`src/rtl/bitrev_loader.sv`:
```
// FFT input stage: accepts natural-order complex samples and writes them into the
// ping-pong sample memory at bit-reversed addresses, handing each full bank to the core.
module bitrev_loader #(
    parameter int N            = 8,
    parameter int BITS_PER_ROW = 3,
    parameter int DATA_W       = 16
) (
    input  logic                    clk,
    input  logic                    rst,
    input  logic                    enable,
    input  logic                    in_valid,
    output logic                    in_ready,
    input  logic [DATA_W-1:0]       in_re,
    input  logic [DATA_W-1:0]       in_im,
    input  logic                    fft_busy,
    output logic                    wr_en,
    output logic                    wr_bank,
    output logic [BITS_PER_ROW-1:0] wr_addr,
    output logic [DATA_W-1:0]       wr_re,
    output logic [DATA_W-1:0]       wr_im,
    output logic                    frame_start,
    output logic                    frame_bank,
    output logic [BITS_PER_ROW:0]   sample_cnt
);

    localparam logic [1:0] IDLE = 2'd0;
    localparam logic [1:0] LOAD = 2'd1;
    localparam logic [1:0] HOLD = 2'd2;

    localparam logic [BITS_PER_ROW-1:0] LAST = BITS_PER_ROW'(N - 1);

    logic [1:0]              state;
    logic                    load_bank;
    logic [BITS_PER_ROW:0]   cnt;
    logic [BITS_PER_ROW-1:0] rev;
    logic                    accept;

    always_comb begin
        rev = '0;
        for (int i = 0; i < BITS_PER_ROW; i++)
            rev[i] = cnt[BITS_PER_ROW-1-i];
    end

    // Ready decodes only the state register, so it never depends on in_valid or fft_busy.
    assign in_ready   = (state == LOAD);
    assign accept     = in_valid & in_ready;
    assign sample_cnt = cnt;

    always_ff @(posedge clk or posedge rst) begin
        if (rst) begin
            state       <= IDLE;
            load_bank   <= 1'b0;
            cnt         <= '0;
            wr_en       <= 1'b0;
            wr_bank     <= 1'b0;
            wr_addr     <= '0;
            wr_re       <= '0;
            wr_im       <= '0;
            frame_start <= 1'b0;
            frame_bank  <= 1'b0;
        end else begin
            wr_en       <= 1'b0;
            frame_start <= 1'b0;
            case (state)
                IDLE: begin
                    if (enable) begin
                        state <= LOAD;
                        cnt   <= '0;
                    end
                end
                LOAD: begin
                    // enable is deliberately ignored here so a started frame always completes.
                    if (accept) begin
                        wr_en   <= 1'b1;
                        wr_bank <= load_bank;
                        wr_addr <= rev;
                        wr_re   <= in_re;
                        wr_im   <= in_im;
                        cnt     <= cnt + 1'b1;
                        if (cnt[BITS_PER_ROW-1:0] == LAST)
                            state <= HOLD;
                    end
                end
                HOLD: begin
                    if (!fft_busy) begin
                        frame_start <= 1'b1;
                        frame_bank  <= load_bank;
                        load_bank   <= ~load_bank;
                        cnt         <= '0;
                        state       <= enable ? LOAD : IDLE;
                    end
                end
                default: state <= IDLE;
            endcase
        end
    end

endmodule

```
`config.mk`:
```
export PLATFORM = sky130hd
export DESIGN_NAME = bitrev_loader
export DESIGN_NICKNAME = d
export VERILOG_FILES = /design/src/rtl/bitrev_loader.sv
export SDC_FILE = /design/constraint.sdc
export NUM_CORES = 1
export LEC_CHECK = 0
export ABC_AREA = 1
export ABC_CLOCK_PERIOD_IN_PS = 3200
export CAP_MARGIN = 20
export CORE_ASPECT_RATIO = 0.5
export CORE_MARGIN = 2
export CORE_UTILIZATION = 45
export CTS_CLUSTER_DIAMETER = 50
export CTS_CLUSTER_SIZE = 16
export DETAILED_ROUTE_END_ITERATION = 10
export MAX_ROUTING_LAYER = met4
export PLACE_DENSITY = 0.85
export REMOVE_ABC_BUFFERS = 1
export SLEW_MARGIN = 20
export SYNTH_ARGS = -nofsm -noshare
export SYNTH_HDL_FRONTEND = slang
export SYNTH_SLANG_ARGS = --single-unit
```
`constraint.sdc`:
```
create_clock -name clk -period 3.2 [get_ports clk]
set_clock_uncertainty 0.05 [all_clocks]
set_input_delay 0.8 -clock clk [delete_from_list [all_inputs] [get_ports clk]]
set_output_delay 0.8 -clock clk [all_outputs]
set_load 0.01 [all_outputs]
```
# Word-level counts from Yosys, hierarchy flattened
# Cells that the tools add are included.
[word_totals] out_inout_bits=44 inputBits=37 register_bits=46
[classes] n_eq_ne=7 muxes=14 bitwise=3 n_reduce_logical=6 n_addsub=1
[ops] operator="4-bit 2-to-1 mux" count=3
[ops] operator="4-bit one-hot mux with 3 select lines" count=1
[ops] operator="2-bit 2-to-1 mux" count=4
[ops] operator="4-bit AND reduction" count=2
[ops] operator="2-bit one-hot mux with 3 select lines" count=1
[ops] operator="1-bit 2-to-1 mux" count=5
[ops] operator="4-bit by 1-bit adder with 4-bit output, second input constant" count=1
[ops] operator="2-bit by 1-bit inequality test with 1-bit output, second input constant" count=2
[ops] operator="2-bit inequality test, second input constant" count=2
[ops] operator="2-bit AND reduction" count=2
[ops] operator="3-bit == test, second input constant" count=1
[ops] operator="3-bit nonzero test" count=1
[ops] operator="2-bit by 1-bit == test with 1-bit output, second input constant" count=1
[ops] operator="2-bit == test, second input constant" count=1
[ops] operator="2-bit zero test" count=1
[ops] operator="1-bit NOT" count=2
[ops] operator="1-bit AND" count=1

# Depth between registers and ports, before layout
[depth] word_depth=4 depth_mapped=8 mapped_depth_nobuf=8

# Worst setup path after synthesis
# Ideal clock, no wire load.
[synth_path] kind="register -> output" startpoint="reg state[0]" endpoint="out in_ready" path_slack_ns=1.729 arrival_time_ns=0.621 path_stages_with_launch=3 path_buffers=0 required_time_ns=2.350 cell_sequence="dfrtp_1 inv_2 nor2_4"
[synth_via] elab_chain_cells=1
[synth_rtl] element="start: declaration" line="32" source="logic [1:0] state;"
[synth_rtl] element="start signal: assignment" line="90" source="state <= enable ? LOAD : IDLE;"
[synth_rtl] element="2-bit by 1-bit == test with 1-bit output" line="45" source="assign in_ready = (state == LOAD);"
[synth_rtl] element="end: declaration" line="12" source="output logic in_ready,"
# Every way passes these cells.

# Final worst setup path
# Ends and elaborated chain as after synthesis.

==> impl_metrics.ini <==
[synthesis]
yosysUniqueCellTypes = 17
synth_top_cell_area_share = 0.625
yosys_register_bits = 46
seq_area_frac_synth = 0.625
yosysWarnings = 0
avgSynthCellArea_sq_um = 8.95
synth_area_sq_mm = 0.00184
synth_area_leaders = dfrtp_1 62%, nand2_1 25%, o21ai_0 1.9%, buf_6 1.8%, nand3_1 1.6%
synthCells = 206
yosys.area.top_type = dfrtp_1

[die]
start_util = 0.470
dieHeight_microns = 49.3
die_w_microns = 94.5
core_sq_mm = 0.00392
dieArea_sq_mm = 0.00465
num_rows = 16
pin_count = 81

[timing]
slew_headroom = 0.382
rsz0062_at_grt = false
period_needed_ns = 2.41
timing.final.crit_share = 0.753
tightest_slew_ns = 0.926
max_freq_mhz = 415
final-setup-viol-count = 0
tns_ns = 0
hold_viol = 0
slew_violations = 0

[global_routing]
top_usage_layer = met2
use_met2 = 0.360
grt_pass1_vias = 1578
grt_util_all_layers = 0.204
met1_usage = 0.236
grt_util_met3 = 0.0371
grt_pass1_wl_mm = 7.16
grt_max_degree = 47
overflow = 0
grt_antenna_before_repair = 0

[setup_path]
worst_setup_path_start_kind = flop
path_class = reg2out
crit_chain = inv_2 > nor2_4 > clkdlybuf4s50_1
worstPathMaxFanout = 7
rrSetupSlack_ns = 1.64
critical_path.endpoint_type = output port
crit_path_top_delay_cell = clkdlybuf4s50_1
crit_required_ns = 2.35
worstPathArrival_ns = 1.56
critPathTopFamily = buffers and inverters
critPathMaxStageDelay_ns = 0.56
cp.buffers_inverters = 2

[placement]
port_buffers = 80
placed_cell_area_sq_mm = 0.00266
place_congestion = 0.802
hpwlAfterDp_mm = 3.14

[final_layout]
layout_commonest_cell = nand2_1
fillers = 299
area_delta_synth_final_pct = 50.4
diodes = 0
drive_above_1_share = 0.0486
stdcell_area_sq_mm = 0.00277
most-common-layout-cells = 122 x nand2_1, 80 x clkdlybuf4s50_1, 46 x dfrtp_1
nNetsFinal = 326

[detailed_routing]
dr.pass1.iters = 4
drc = 0
vias = 1592
routed_wl_mm = 4.47
wl_per_cell_microns = 13.1
final_antenna_net_count = 0
via_per_inst = 4.65
initialDrtViolationCount = 75

[run_status]
status = finished clean

[clock_tree]
worstSkewPairLatency_ns = 0.29
cts.sinks = 46
cts.path.max_buffers = 2
cts.clk_slew.worst_paths_ns = 0.09
h-tree-depth = 2
cts_made_buffers = 5
post_cts_buffers = 0
cts_root_buf = clkbuf_8
post_cts_resized = 0
cts_tree = yes
hold_buffers = 0

[hold_path]
hold_path_class = reg2reg

[pwr]
p_leak_nw = 1.38
peakVddDrop_uv = 545
cellPowerDensity_mw_per_mm2 = 905

[run]
maxCapViolations = 0
## flip-flops by register name, indices dropped and copies added (netlist names)
name         cells
wr_bank          1
wr_im           16
frame_start      1
state            2
load_bank        1
wr_en            1
wr_re           16
sample_cnt       4
frame_bank       1
wr_addr          3
## layout make-up
type / instances / area, sq um / area share
multi-input cells: 144 / 596 / 0.215
clock buffers: 5 / 68.8 / 0.0248
flip-flops and latches: 46 / 1150 / 0.415
clock inverters: 3 / 45.0 / 0.0163
inverters: 9 / 35.0 / 0.0126
repair buffers: 81 / 808 / 0.292
well taps: 54 / 67.6 / 0.0244
## cells in the mapped netlist
library cell / count
clkinv_2: 1
buf_2: 1
o21ai_0: 7
buf_6: 3
xnor2_1: 1
nand2_1: 122
nor2_4: 1
inv_1: 7
nor2_1: 2
nand3_1: 6
a21oi_1: 1
xor2_1: 1
inv_2: 1
nand2_2: 1
dfrtp_1: 46
ha_1: 2
buf_4: 3
## final timing paths
path	start	to	depth (start not counted)
worst max-delay path	state[0]	in_ready	3
worst min-delay path	wr_re[8]	wr_re[8]	2
worst max register to register	state[0]	wr_im[0]	6
worst min register to register	wr_re[8]	wr_re[8]	2
max in group asynchronous	rst	wr_bank	2
min in group asynchronous	rst	wr_im[2]	2
## routing by layer
layer / share of wire / wire [microns]
met5: 0 / 0
met4: 0.014 / 61
met3: 0.034 / 150
met2: 0.54 / 2420
met1: 0.41 / 1840
## kinds of logic after synthesis
logic type,count (synthesis),synth area share
fa+ha+maj,2,0.0136
xor+xnor,2,0.00951
buf+inv,16,0.0523
flops,46,0.625
compound gates,8,0.0217
simple gates,132,0.278
## through the flow
| stage | util | std cells | hold WS, ns | worst slack [ns] | power [mW] |
|---|---|---|---|---|---|
| 2_1_floorplan | - | 199 | 0.465 | 1.25 | 1.44 |
| 3_3_place_gp | 0.677 | 334 | 0.413 | 1.05 | 2.03 |
| 3_5_place_dp | 0.677 | 334 | 0.415 | 1.01 | 2.09 |
| 4_1_cts | 0.706 | 342 | 0.437 | 0.778 | 2.53 |
| 5_1_grt | 0.706 | 342 | 0.460 | 0.714 | 2.66 |
| 6_report | 0.706 | 342 | 0.434 | 0.790 | 2.51 |
## power by group
group	switching [mW]	internal, mW
sequential	0.158	0.825
combinational	0.522	0.571
clock	0.200	0.232
## worst register-to-register path, stage by stage (launching register included)
cell      delay [ns]
dfrtp_1         0.46
inv_2           0.12
nor2_4          0.05
nand2_2         0.08
clkinv_2        0.39
nand2_1         0.21
nand2_1         0.08
Note: power is estimated with default switching activity, not from simulation.
